[config.mk]
export PLATFORM = sky130hd
export DESIGN_NAME = result_collector_flat
export DESIGN_NICKNAME = d
export VERILOG_FILES = /design/src/rtl/result_collector_if.sv /design/src/rtl/result_collector.sv /design/src/flat_wrapper.sv
export SDC_FILE = /design/constraint.sdc
export NUM_CORES = 1
export LEC_CHECK = 0
export BUFFER_PORTS_ARGS = -buffer_cell sky130_fd_sc_hd__buf_2
export CAP_MARGIN = 20
export CORE_AREA = 2 2 220 222
export DETAILED_ROUTE_END_ITERATION = 8
export DIE_AREA = 0 0 222 224
export GPL_ROUTABILITY_DRIVEN = 0
export MAX_ROUTING_LAYER = met4
export PLACE_DENSITY = 0.73
export SLEW_MARGIN = 20
export SYNTH_ARGS = -nofsm -noshare
export SYNTH_HDL_FRONTEND = slang
export SYNTH_SLANG_ARGS = --single-unit
[constraint.sdc]
create_clock -name clk_fast -period 8.4 [get_ports clk_fast]
set_input_delay 0.42 -clock clk_fast [delete_from_list [all_inputs] [get_ports clk_fast]]
set_output_delay 0.42 -clock clk_fast [all_outputs]
set_load 0.01 [all_outputs]
[src/rtl/result_collector_if.sv]
// result_collector_if
//   Output stream of the result collector: one complex matrix element per
//   transfer, tagged with its row/column position.
//
//   Parameters
//     ANCHOPALABRA  word width of out_real/out_imag
//     DIM           matrix dimension (row/column tags are $clog2(DIM) wide)
//
//   Signals
//     out_valid  collector -> sink  word on the bus is valid
//     out_ready  sink -> collector  sink accepts the current word
//     out_real   collector -> sink  real part of the element
//     out_imag   collector -> sink  imaginary part of the element
//     out_row    collector -> sink  row index of the element
//     out_col    collector -> sink  column index of the element
//     out_last   collector -> sink  final element of the matrix
//
//   Modports: master (the collector), slave (the consumer).
interface result_collector_if #(
  parameter int ANCHOPALABRA = 32,
  parameter int DIM          = 3
);
  localparam int RC_W = $clog2(DIM);

  logic                    out_valid;
  logic                    out_ready;
  logic [ANCHOPALABRA-1:0] out_real;
  logic [ANCHOPALABRA-1:0] out_imag;
  logic [RC_W-1:0]         out_row;
  logic [RC_W-1:0]         out_col;
  logic                    out_last;

  modport master (
    output out_valid, out_real, out_imag, out_row, out_col, out_last,
    input  out_ready
  );

  modport slave (
    input  out_valid, out_real, out_imag, out_row, out_col, out_last,
    output out_ready
  );
endinterface

[src/rtl/result_collector.sv]
// result_collector
//   Captures complex accumulator results on the rising edges of their done
//   flags, pairs real and imaginary halves, buffers a full DIM x DIM matrix
//   row-major, then drains it over a valid/ready stream with row/column tags.
//
//   Parameters
//     ANCHOPALABRA  data word width (signed fixed point)
//     DIM           matrix dimension, >= 2
//
//   Ports
//     clk_fast   single clock, everything on posedge
//     rst        asynchronous active-high reset
//     flagR      real accumulator done flag (rising edge = accR valid)
//     flagI      imag accumulator done flag (rising edge = accI valid)
//     accR/accI  accumulator values
//     clr        restart from DONE; in any state clears the error flags
//     stream     result_collector_if.master output stream
//     done       matrix fully drained
//     err_pair   sticky: repeated edge on a flag before its partner arrived
//     err_ovf    sticky: flag edge while not collecting (data dropped)
//     checksum   XOR of all words written this matrix
//                (present only when RESCOL_CHECKSUM_EN is defined)
//
//   Optional feature macro: RESCOL_CHECKSUM_EN
module result_collector #(
  parameter int ANCHOPALABRA = 32,
  parameter int DIM          = 3
) (
  input  logic                    clk_fast,
  input  logic                    rst,
  input  logic                    flagR,
  input  logic                    flagI,
  input  logic [ANCHOPALABRA-1:0] accR,
  input  logic [ANCHOPALABRA-1:0] accI,
  input  logic                    clr,
  result_collector_if.master      stream,
  output logic                    done,
  output logic                    err_pair,
  output logic                    err_ovf
`ifdef RESCOL_CHECKSUM_EN
  ,
  output logic [ANCHOPALABRA-1:0] checksum
`endif
);

  localparam int NUM   = DIM * DIM;
  localparam int IDX_W = $clog2(NUM);
  localparam int RC_W  = $clog2(DIM);

  typedef enum logic [1:0] {
    S_COLLECT = 2'd0,
    S_DRAIN   = 2'd1,
    S_DONE    = 2'd2
  } state_t;

  state_t state_q, state_d;

  logic                    flagR_q, flagI_q;
  logic [ANCHOPALABRA-1:0] pend_r, pend_i;
  logic                    pend_r_v, pend_i_v;
  logic [IDX_W-1:0]        wr_idx, rd_idx;
  logic [RC_W-1:0]         row_cnt, col_cnt;

  logic [ANCHOPALABRA-1:0] mem_r [NUM];
  logic [ANCHOPALABRA-1:0] mem_i [NUM];

  logic                    edge_r, edge_i;
  logic                    in_collect, in_drain;
  logic                    pair_wr, xfer, last_word, wr_last;
  logic [ANCHOPALABRA-1:0] wr_real, wr_imag;

  // A half is available either from its pending register or from an edge
  // arriving this very cycle, so both halves landing together (or the
  // second half landing) writes the pair on the same edge it is seen.
  always_comb begin
    edge_r     = flagR & ~flagR_q;
    edge_i     = flagI & ~flagI_q;
    in_collect = (state_q == S_COLLECT);
    in_drain   = (state_q == S_DRAIN);
    pair_wr    = in_collect & (pend_r_v | edge_r) & (pend_i_v | edge_i);
    wr_real    = edge_r ? accR : pend_r;
    wr_imag    = edge_i ? accI : pend_i;
    wr_last    = (wr_idx == IDX_W'(NUM - 1));
    last_word  = (rd_idx == IDX_W'(NUM - 1));
    xfer       = in_drain & stream.out_ready;
  end

  always_ff @(posedge clk_fast or posedge rst) begin
    if (rst) state_q <= S_COLLECT;
    else     state_q <= state_d;
  end

  // Next state plus the stream outputs. Data outputs are forced to zero
  // outside DRAIN so nothing from the unreset buffer leaks out.
  always_comb begin
    state_d          = state_q;
    stream.out_valid = 1'b0;
    stream.out_real  = '0;
    stream.out_imag  = '0;
    stream.out_row   = '0;
    stream.out_col   = '0;
    stream.out_last  = 1'b0;
    done             = 1'b0;
    case (state_q)
      S_COLLECT: begin
        if (pair_wr && wr_last) state_d = S_DRAIN;
      end
      S_DRAIN: begin
        stream.out_valid = 1'b1;
        stream.out_real  = mem_r[rd_idx];
        stream.out_imag  = mem_i[rd_idx];
        stream.out_row   = row_cnt;
        stream.out_col   = col_cnt;
        stream.out_last  = last_word;
        if (xfer && last_word) state_d = S_DONE;
      end
      S_DONE: begin
        done = 1'b1;
        if (clr) state_d = S_COLLECT;
      end
      default: state_d = S_COLLECT;
    endcase
  end

  // Capture, pairing, indices and sticky errors. clr is applied last so a
  // clear wins over an error raised in the same cycle.
  always_ff @(posedge clk_fast or posedge rst) begin
    if (rst) begin
      flagR_q  <= 1'b0;
      flagI_q  <= 1'b0;
      pend_r   <= '0;
      pend_i   <= '0;
      pend_r_v <= 1'b0;
      pend_i_v <= 1'b0;
      wr_idx   <= '0;
      rd_idx   <= '0;
      row_cnt  <= '0;
      col_cnt  <= '0;
      err_pair <= 1'b0;
      err_ovf  <= 1'b0;
    end else begin
      flagR_q <= flagR;
      flagI_q <= flagI;

      if (in_collect) begin
        if (edge_r) begin
          pend_r <= accR;
          if (pend_r_v) err_pair <= 1'b1;
        end
        if (edge_i) begin
          pend_i <= accI;
          if (pend_i_v) err_pair <= 1'b1;
        end
        if (pair_wr) begin
          pend_r_v <= 1'b0;
          pend_i_v <= 1'b0;
          wr_idx   <= wr_last ? '0 : wr_idx + IDX_W'(1);
        end else begin
          if (edge_r) pend_r_v <= 1'b1;
          if (edge_i) pend_i_v <= 1'b1;
        end
      end else if (edge_r || edge_i) begin
        err_ovf <= 1'b1;
      end

      if (xfer) begin
        if (last_word) begin
          rd_idx  <= '0;
          row_cnt <= '0;
          col_cnt <= '0;
        end else begin
          rd_idx <= rd_idx + IDX_W'(1);
          if (col_cnt == RC_W'(DIM - 1)) begin
            col_cnt <= '0;
            row_cnt <= row_cnt + RC_W'(1);
          end else begin
            col_cnt <= col_cnt + RC_W'(1);
          end
        end
      end

      if (clr) begin
        err_pair <= 1'b0;
        err_ovf  <= 1'b0;
        if (state_q == S_DONE) begin
          wr_idx   <= '0;
          rd_idx   <= '0;
          row_cnt  <= '0;
          col_cnt  <= '0;
          pend_r_v <= 1'b0;
          pend_i_v <= 1'b0;
        end
      end
    end
  end

  // Matrix storage, intentionally not reset.
  always_ff @(posedge clk_fast) begin
    if (pair_wr) begin
      mem_r[wr_idx] <= wr_real;
      mem_i[wr_idx] <= wr_imag;
    end
  end

`ifdef RESCOL_CHECKSUM_EN
  // Running XOR over both halves of every stored element; restarts with
  // the next matrix.
  always_ff @(posedge clk_fast or posedge rst) begin
    if (rst)                            checksum <= '0;
    else if (clr && state_q == S_DONE)  checksum <= '0;
    else if (pair_wr)                   checksum <= checksum ^ wr_real ^ wr_imag;
  end
`endif

endmodule
[src/flat_wrapper.sv]
// flat-port wrapper written by rule: the top's interface ports become plain ports
module result_collector_flat 
#(
  parameter int ANCHOPALABRA = 32,
  parameter int DIM          = 3
)
  (clk_fast, rst, flagR, flagI, accR, accI, clr, done, err_pair, err_ovf, stream_out_valid, stream_out_real, stream_out_imag, stream_out_row, stream_out_col, stream_out_last, stream_out_ready);
  result_collector_if #(.ANCHOPALABRA(ANCHOPALABRA), .DIM(DIM)) stream_i ();
  input  logic clk_fast;
  input  logic rst;
  input  logic flagR;
  input  logic flagI;
  input  logic [ANCHOPALABRA-1:0] accR;
  input  logic [ANCHOPALABRA-1:0] accI;
  input  logic clr;
  output logic done;
  output logic err_pair;
  output logic err_ovf;
  output wire logic [$bits(stream_i.out_valid)-1:0] stream_out_valid;
  output wire logic [$bits(stream_i.out_real)-1:0] stream_out_real;
  output wire logic [$bits(stream_i.out_imag)-1:0] stream_out_imag;
  output wire logic [$bits(stream_i.out_row)-1:0] stream_out_row;
  output wire logic [$bits(stream_i.out_col)-1:0] stream_out_col;
  output wire logic [$bits(stream_i.out_last)-1:0] stream_out_last;
  input wire logic [$bits(stream_i.out_ready)-1:0] stream_out_ready;
  assign stream_out_valid = stream_i.out_valid;
  assign stream_out_real = stream_i.out_real;
  assign stream_out_imag = stream_i.out_imag;
  assign stream_out_row = stream_i.out_row;
  assign stream_out_col = stream_i.out_col;
  assign stream_out_last = stream_i.out_last;
  assign stream_i.out_ready = stream_out_ready;
  result_collector #(.ANCHOPALABRA(ANCHOPALABRA), .DIM(DIM)) u_core (.clk_fast(clk_fast), .rst(rst), .flagR(flagR), .flagI(flagI), .accR(accR), .accI(accI), .clr(clr), .stream(stream_i), .done(done), .err_pair(err_pair), .err_ovf(err_ovf));
endmodule
# Word-level counts from Yosys, hierarchy flattened
# Memories as Yosys holds them, arrays and structs flattened.
# Cells that the tools add are included.
[word_totals]
regBits = 84
latch_bits = 0
mem_bits_rw = 576
mem_bits_ro = 0
inputBits = 70
memories = 2
[op_classes]
addsub = 4
n_mul = 0
div = 0
n_lt_le_gt_ge = 0
eq_ne = 9
shift = 0
mux = 53
bitwise_logic = 9
n_reduce_logical = 8
[memory_table]
columns = ["name", "depth", "width", "read_ports", "rd_ports_with_merged_regs", "wr", "line", "source"]
rows = [
  ["u_core.mem_i", 9, 32, 1, 0, 1, "result_collector.sv:65", "logic [ANCHOPALABRA-1:0] mem_i [NUM];"],
  ["u_core.mem_r", 9, 32, 1, 0, 1, "result_collector.sv:64", "logic [ANCHOPALABRA-1:0] mem_r [NUM];"],
]
[ops]
columns = ["cell", "n"]
rows = [
  ["$mux 32", 4],
  ["$mux 4", 9],
  ["$mux 2", 15],
  ["$mux 1", 24],
  ["$add 4x1->4 const B", 2],
  ["$eq 4x4->1 const B", 2],
  ["$ne 2x2->1 const B", 4],
  ["$pmux 2 s3", 1],
  ["$and 1x1->1", 5],
  ["$add 2x1->2 const B", 2],
  ["$eq 2x2->1 const B", 2],
  ["$reduce_bool 2->1", 2],
  ["$reduce_and 3->1", 1],
  ["$eq 2x1->1 const B", 1],
  ["$logic_and 1x1->1", 2],
  ["$logic_not 2->1", 1],
  ["$not 1->1", 2],
  ["$or 1x1->1", 2],
  ["$reduce_and 2->1", 1],
  ["$logic_or 1x1->1", 1],
]

# Depth between registers and ports, before layout
# Gate-level depths: netlist of the first run.
[logic_depth]
ltp_word = 9
mapped_depth = 9

# Least setup slack after synthesis of the first run
# Ideal clock, no wire load.
[synth_timing]
kind = "input -> register"
start = "in flagI"
end = "mem u_core.mem_i[3][0] (enable)"
arrival_time_ns = 7.078
t_required_ns = 7.756
setup_slack_ns = 0.679
cell_stages = 5
cell_sequence = "nor2b_1 -> buf_2 -> o221ai_1 -> buf_2 -> nor4_1"
[synth_between]
elab_chain_cells = 5
[synth_rtl]
columns = ["element", "line", "source"]
rows = [
  ["from (decl)", "flat_wrapper.sv:12", "input logic flagI;"],
  ["$and 1x1->1", "result_collector.sv:77", "edge_i = flagI & ~flagI_q;"],
  ["$or 1x1->1", "result_collector.sv:80", "pair_wr = in_collect & (pend_r_v | edge_r) & (pend_i_v | edge_i);"],
  ["$and 1x1->1", "result_collector.sv:80", ""],
  ["$mux 1", "result_collector.sv:199", "if (pair_wr) begin"],
  ["$mux 1 (implied by the code)", "result_collector.sv:201", "mem_i[wr_idx] <= wr_imag;"],
  ["to (decl)", "result_collector.sv:65", ""],
]
# No other way between the ends.

# Worst setup path after layout of the first run
[layout_timing]
start = "reg u_core.rd_idx[2]"
end = "out stream_out_imag[31]"
[layout_between]
elab_chain_cells = 2
[layout_rtl]
columns = ["element", "line", "source"]
rows = [
  ["from (decl)", "result_collector.sv:61", "logic [IDX_W-1:0] wr_idx, rd_idx;"],
  ["from (signal assigned)", "result_collector.sv:172", "rd_idx <= rd_idx + IDX_W'(1);"],
  ["$mem_v2 9x32", "-", ""],
  ["$mux 32", "result_collector.sv:104", "case (state_q)"],
  ["to (decl)", "flat_wrapper.sv:21", "output wire logic [$bits(stream_i.out_imag)-1:0] stream_out_imag;"],
]
# No other way between the ends.

==> results of run 1 <==
[kinds of logic (layout without fill, tap and decap cells)]
group,count (synthesis),count (layout)
and+or+nand+nor,189,189
adders and majority gates,6,6
DFF,660,660
muxes,259,259
AOI/OAI and AO/OA,88,88
buffers and inverters,88,290
[critical path, delay by kind of cell, from the launching register on]
kind	cells	cell delay, ns
simple gates	1	0.47
compound gates	1	0.08
flops	1	1.15
buf+inv	2	1.11
mux	1	0.37
[final cells by class]
class	count	area, um2	share of cell area [%]
Clock buffer	99	1950	6.64
Clock inverter	22	171	0.584
Inverter	9	36.3	0.124
Multi-Input combinational cell	542	6110	20.8
Sequential cell	660	19400	66.1
Tap cell	615	769	2.62
Timing Repair Buffer	160	911	3.10
[registers in the layout, indices dropped and copies added (netlist names), 2 cells and up]
| register | count |
|---|---|
| u_core.state_q | 2 |
| u_core.mem_i | 288 |
| u_core.col_cnt | 2 |
| u_core.pend_r | 32 |
| u_core.row_cnt | 2 |
| u_core.mem_r | 288 |
| u_core.wr_idx | 4 |
| u_core.rd_idx | 4 |
| u_core.pend_i | 32 |
[layout by cell type (no fill, tap or decap), drive strengths merged, types with 4 or more instances in the layout]
master and instances:
and3 4, nand2 4, dfrtp 84, mux2 128, and2 11, edfxtp 576, o22ai 66, ha 6
nand3b 4, a21oi 12, nand3 4, nor2 14, o21ai 5, clkinv 15, nor2b 68, mux4 128
buf 157, clkbuf 99, inv 11, nor3 68, nand2b 4
[worst max-delay path by stage]
stage / start / slack [ns] / cells past startpoint / endpoint
5_1_grt: u_core.rd_idx[2]$_DFF_PP0_ / 4.03 / 5 / stream_out_imag[31]
6_report: u_core.rd_idx[2]$_DFF_PP0_ / 4.18 / 5 / stream_out_imag[31]
3_3_place_gp: flagI / 4.76 / 7 / u_core.mem_r[2][24]$_DFFE_PP_
2_1_floorplan: flagI / 0.68 / 5 / u_core.mem_i[3][0]$_DFFE_PP_
4_1_cts: u_core.rd_idx[2]$_DFF_PP0_ / 4.16 / 5 / stream_out_real[18]
3_5_place_dp: flagI / 4.65 / 7 / u_core.mem_r[2][11]$_DFFE_PP_
[where the power goes]
group | internal [mW] | total (mW) | switching [mW] | leakage (nW)
clock network | 1.67 | 2.87 | 1.20 | 1.04
registers | 4.28 | 4.55 | 0.271 | 6.19
logic | 1.18 | 2.71 | 1.53 | 2.62
total | 7.13 | 10.1 | 3.00 | 9.85
[per-stage QoR]
| step | worst slack [ns] | area, um2 | cells |
|---|---|---|---|
| 6_report | 4.18 | 29400 | 2107 |
| 5_1_grt | 4.03 | 29400 | 2107 |
| 4_1_cts | 4.16 | 29300 | 2104 |
| 3_5_place_dp | 4.65 | 27100 | 1980 |
| 3_3_place_gp | 4.76 | 27100 | 1980 |
| 2_1_floorplan | 0.679 | 25900 | 1290 |
[metal layers]
layer  wire length, um  share of wire [%]  up-vias  global-route usage (%)
met4              1220                2.3        0                    7.08
li1                  -                  -     5526                       -
met2             26800                 51      469                    36.5
met3              3430                6.5       97                    3.66
met1             21200                 40     6612                    28.7
met5                 0                  0        -                       -
[what timing repair did]
| item | in CTS | in global routing |
|---|---|---|
| endpoints found under the hold margin | 34 | 0 |
| hold buffers | 3 | 0 |
| setup endpoints to repair | 0 | 0 |
==> flow_summary_export.csv, run 1 <==
group,metric,value,unit
yosys,synth-edff-count,576,
floorplan,die_h,224,um
place,port_buffers,142,
sta,finalCriticalPeriod,4.22,ns
grt,grt_first_pass_wirelength,79900,um
power,pwr_density_cell,345,nW/um2
sta,tightestPinTransition,1.10,ns
yosys,synthTopCellsByCount,"edfxtp_1, mux4_2, dfrtp_1, nor2b_1, nor3_1",
floorplan,dieArea,49700,um2
yosys,synth_area_leaders,"edfxtp_1, mux4_2, dfrtp_1, mux2_1, mux2_2",
floorplan,die-width,222,um
sta,post-route-period-util,50.2,%
setup_path,end_kind,"output port",
yosys,synth.distinct_cells,38,
setup_path,cp.required,7.98,ns
setup_path,startpoint_type,"flip-flop",
cts,postCtsSetupBuffers,0,
routing,viasPerCell,6.03,
sta,fin_setup_tns,0,ns
routing,drt-initial-drc-count,1084,
sta,holdWs,0.0619,ns
grt,grt_max_degree,83,
layout,fin_nets,1517,
floorplan,start_util,54.6,%
power,fin_total_pwr,10.1,mW
layout,post-route-util,62.0,%
cts,numCtsBuffers,68,
sta,hold_viol_final,0,
yosys,synth_mux_area_share,16.8,%
setup_path,slowest_delay,1.15,ns
setup_path,reg2regPathDepth,6,
cts,cts_root_buf,"clkbuf_16",
sta,rsz0062_at_grt,"false",
yosys,ys_seq_elements,660,
setup_path,path_cells,"buf_4 -> mux4_2 -> o22ai_1 -> nor3_1 -> buf_2",
worst_hold_path,worstHoldEndpoint,"u_core.pend_r[11]$_DFFE_PP0N_",
cts,cts_resized,0,
worst_hold_path,hp-class,"input port to flip-flop",
routing,wl_per_cell,25.0,um
grt,grt_pass1_vias,13400,
routing,drt_wl_total,52600,um
run_status,status,"complete, no violations",
cts,htree_levels,3,
routing,via_count,12700,
cts,clk_latency,0.58,ns
grt,track_usage,22.2,%
setup_path,r2r_start,"u_core.flagI_q$_DFF_PP0_",
power,max-vdd-ir-drop,0.188,mV
grt,grt_antenna_before_repair,0,
floorplan,coreArea,47300,um2
layout,area_growth,13.4,%
sta,setup_viol,0,
setup_path,reg2reg_slack,4.77,ns
cts,clock_path_buffers,3,
layout,drive_gt1_share,31.4,%
layout,diodes,0,
yosys,async_reset_ff_share,12.7,%
worst_hold_path,holdPathStages,2,
cts,clkSinkCount,660,
yosys,yosysWarnings,0,
sta,fmax,0.237,GHz
routing,dr.pass1.iters,7,
sta,clock_skew,0.0188,ns
setup_path,crit_type,"flip-flop to output port",
setup_path,slowest_stage,"dfrtp_4",
floorplan,std_cell_rows,80,
routing,drc,0,
grt,grt-ovfl-total,0,
yosys,syn_nets,1366,
yosys,seq_area_frac_synth,75.0,%
cts,cts_tree,"done",
setup_path,timing.rr.end,"u_core.mem_r[2][22]$_DFFE_PP_",
yosys,synth_top_family_by_area,"multiplexers",
floorplan,io_pins,143,
sta,slew_violations,0,
yosys,synth_ff_type,"edfxtp_1",
yosys,syn_area,25900,um2
yosys,yosysMostFrequentCell,"edfxtp_1",
yosys,yosysTopAreaCell,"edfxtp_1",
place,dpl.hpwl,27500,um
routing,antenna_left,0,
setup_path,crit_fanout,72,
job,maxCapViolations,0,
setup_path,cp.arrival,3.80,ns
yosys,yosys.area_share.xor_xnor,0,%
layout,fillCellCount,3167,
yosys,synth_compound_area_share,2.08,%
yosys,avgSynthCellArea,20.1,um2
yosys,syn-instance-count,1290,
worst_hold_path,min_from,"accR[11]",
yosys,synth.top_cell.area_share,66.9,%
power,p_leak,9.85,nW
yosys,yosys.area_share.adder,0.290,%
cts,path_clk_slew,0.06,ns
yosys,yosys.area_share.simple,4.10,%
sta,slew_headroom,26.7,%
(Power assumes the default switching activity.)
==> inputs of run 2 (changes only) <==
--- a/config.mk
+++ b/config.mk
@@ -5,14 +5,15 @@
 export SDC_FILE = /design/constraint.sdc
 export NUM_CORES = 1
 export LEC_CHECK = 0
+export ABC_AREA = 1
 export BUFFER_PORTS_ARGS = -buffer_cell sky130_fd_sc_hd__buf_2
 export CAP_MARGIN = 20
-export CORE_AREA = 2 2 220 222
+export CORE_AREA = 2 2 227 229
 export DETAILED_ROUTE_END_ITERATION = 8
-export DIE_AREA = 0 0 222 224
+export DIE_AREA = 0 0 229 231
 export GPL_ROUTABILITY_DRIVEN = 0
 export MAX_ROUTING_LAYER = met4
-export PLACE_DENSITY = 0.73
+export PLACE_DENSITY = 0.72
 export SLEW_MARGIN = 20
 export SYNTH_ARGS = -nofsm -noshare
 export SYNTH_HDL_FRONTEND = slang
==> constraint.sdc (replaced) <==
create_clock -name clk_fast -period 4 [get_ports clk_fast]
set_input_delay 0.2 -clock clk_fast [delete_from_list [all_inputs] [get_ports clk_fast]]
set_output_delay 0.2 -clock clk_fast [all_outputs]
set_load 0.01 [all_outputs]
==> flow_summary_export.csv, run 2 <==
group,metric,value,unit
routing,dr.pass1.iters,5,
floorplan,io_pins,143,
floorplan,coreArea,50700,um2
setup_path,end_kind,"output port",
setup_path,startpoint_type,"flip-flop",
cts,clk_latency,0.58,ns
yosys,synth.distinct_cells,31,
layout,post-route-cell-area,31100,um2
cts,postCtsSetupBuffers,0,
worst_hold_path,holdPathStages,3,
setup_path,crit_type,"flip-flop to output port",
sta,clock_skew,0.0185,ns
power,max-vdd-ir-drop,0.796,mV
yosys,yosysWarnings,0,
yosys,async_reset_ff_share,12.7,%
sta,setup_slack,0.831,ns
layout,diodes,0,
setup_path,r2r_start,"u_core.flagI_q$_DFF_PP0_",
power,switching_share,36.0,%
routing,via_count,18500,
yosys,synthTopCellsByCount,"nand2_1, edfxtp_1, nand3_1, nor2_1, inv_1",
worst_hold_path,hp-class,"input port to flip-flop",
cts,clock_path_buffers,3,
sta,finalCriticalPeriod,3.17,ns
setup_path,reg2regPathDepth,6,
cts,cts_root_buf,"clkbuf_16",
grt,track_usage,25.1,%
floorplan,dieArea,52900,um2
sta,setup_viol,0,
yosys,synth_area_leaders,"edfxtp_1, nand2_1, nand3_1, dfrtp_1, nor2_1",
setup_path,cp.required,3.80,ns
sta,post-route-period-util,79.2,%
yosys,seq_area_frac_synth,70.6,%
setup_path,reg2reg_slack,1.30,ns
power,p_leak,12.4,nW
worst_hold_path,worstHoldEndpoint,"u_core.rd_idx[1]$_DFF_PP0_",
routing,wl_per_cell,19.1,um
yosys,avgSynthCellArea,11.1,um2
yosys,ys_seq_elements,660,
layout,drive_gt1_share,11.5,%
worst_hold_path,min_from,"stream_out_ready",
yosys,synth.top_cell.area_share,63.0,%
grt,grt-ovfl-total,0,
grt,grt_antenna_before_repair,0,
routing,drt_wl_total,64200,um
routing,viasPerCell,5.51,
yosys,syn_nets,2555,
floorplan,start_util,54.2,%
floorplan,std_cell_rows,83,
place,placed_area,28500,um2
cts,cts_tree,"done",
place,dpl.hpwl,32700,um
power,pwr-share-comb,33.4,%
sta,fin_setup_tns,0,ns
layout,final_cell_mix,"nand2_1, edfxtp_1, nand3_1",
layout,area_growth,13.2,%
yosys,syn-instance-count,2479,
routing,drc,0,
layout,final_common_cell,"nand2_1",
cts,cts_resized,0,
power,p_clk_share,27.2,%
yosys,synth_ff_type,"edfxtp_1",
cts,htree_levels,3,
cts,cts_hold_buf,36,
sta,holdWs,0.0496,ns
power,power.switching,8.06,mW
grt,grt_max_degree,260,
sta,slew_headroom,25.9,%
setup_path,timing.rr.end,"u_core.mem_r[5][21]$_DFFE_PP_",
cts,numCtsBuffers,67,
cts,clkSinkCount,660,
sta,slew_violations,0,
sta,fmax,0.316,GHz
sta,hold_viol_final,0,
grt,grt_pass1_vias,18200,
yosys,yosysMostFrequentCell,"nand2_1",
yosys,synth-edff-count,576,
routing,antenna_left,0,
sta,rsz0062_at_grt,"false",
layout,fin_nets,2693,
job,maxCapViolations,0,
routing,drt-initial-drc-count,1895,
cts,path_clk_slew,0.06,ns
power,pwr_density_cell,721,nW/um2
yosys,syn_area,27500,um2
layout,fillCellCount,3919,
grt,grt_first_pass_wirelength,99700,um
floorplan,die-width,229,um
sta,tightestPinTransition,1.10,ns
layout,reg_top3,"u_core.mem_i x288, u_core.mem_r x288",
power,internal_power,14.4,mW
floorplan,die_h,231,um
setup_path,cp.arrival,2.97,ns
place,place_ws,1.32,ns
yosys,yosysTopAreaCell,"edfxtp_1",
power,seq_power_share,39.5,%
setup_path,crit_fanout,125,
run_status,status,"complete, no violations",
place,port_buffers,142,
[run 2: power by group through the flow]
stage               clock (mW)  sequential (mW)  combinational, mW
floorplan                    0             8.90               5.38
global placement             0             8.95               7.19
detailed placement           0             8.98               7.40
CTS                       6.15             8.84               7.48
global route              6.44             8.90               8.36
finish                    6.10             8.85               7.48
[run 2: how the worst max path moves through the flow]
stage,depth (start not counted),to,startpoint,slack (ns)
floorplan,5,u_core.mem_i[0][0]$_DFFE_PP_,u_core.state_q[0]$_DFFE_PP0P_,-1.82
global placement,6,u_core.mem_r[5][16]$_DFFE_PP_,u_core.flagI_q$_DFF_PP0_,1.37
detailed placement,6,u_core.mem_r[5][21]$_DFFE_PP_,u_core.flagI_q$_DFF_PP0_,1.32
CTS,9,stream_out_real[17],u_core.rd_idx[0]$_DFF_PP0_,0.82
global route,9,stream_out_imag[6],u_core.rd_idx[0]$_DFF_PP0_,0.62
finish,9,stream_out_imag[6],u_core.rd_idx[0]$_DFF_PP0_,0.83
[run 2: cells by family after synthesis]
| group | after synthesis | synth area share (%) |
|---|---|---|
| AND/OR/NAND/NOR | 1359 | 20.8 |
| adder cells (fa/ha/maj) | 6 | 0.273 |
| flip-flops | 660 | 70.6 |
| buffers and inverters | 308 | 5.60 |
| XOR/XNOR | 1 | 0.0319 |
| AO/OA/AOI/OAI | 145 | 2.67 |
[run 2: metal layers]
layer / track usage (%) / wire [um]
met1: 33.1 / 26900
met2: 40.7 / 31000
met3: 2.92 / 4460
met4: 8.83 / 1720
met5: - / 0
[run 2: worst max-delay path, stage by stage (launching register included)]
cell     delay, ns
dfrtp_4       0.51
inv_6         0.72
buf_4         0.41
nand2_1       0.08
nand3_1       0.07
nand3_1       0.08
nand3_1       0.13
nand2_1       0.09
inv_1         0.08
buf_2         0.13
[run 2: final cells by class]
| cell class | instances | area, um2 | share of cell area (%) |
|---|---|---|---|
| sequential | 660 | 19400 | 62.4 |
| multi-input combinational | 1511 | 6590 | 21.2 |
| clock buffer | 97 | 1970 | 6.33 |
| timing repair buffer | 218 | 1480 | 4.75 |
| tap | 680 | 851 | 2.74 |
| inverter | 159 | 612 | 1.97 |
| clock inverter | 25 | 186 | 0.600 |
[run 2: through the flow]
step,cells,utilization [%],total power [mW]
after floorplan,2479,-,14.3
after global placement,3190,56.3,16.1
after detailed placement,3190,56.3,16.4
after CTS,3348,61.3,22.5
after global routing,3350,61.3,23.7
final,3350,61.3,22.4
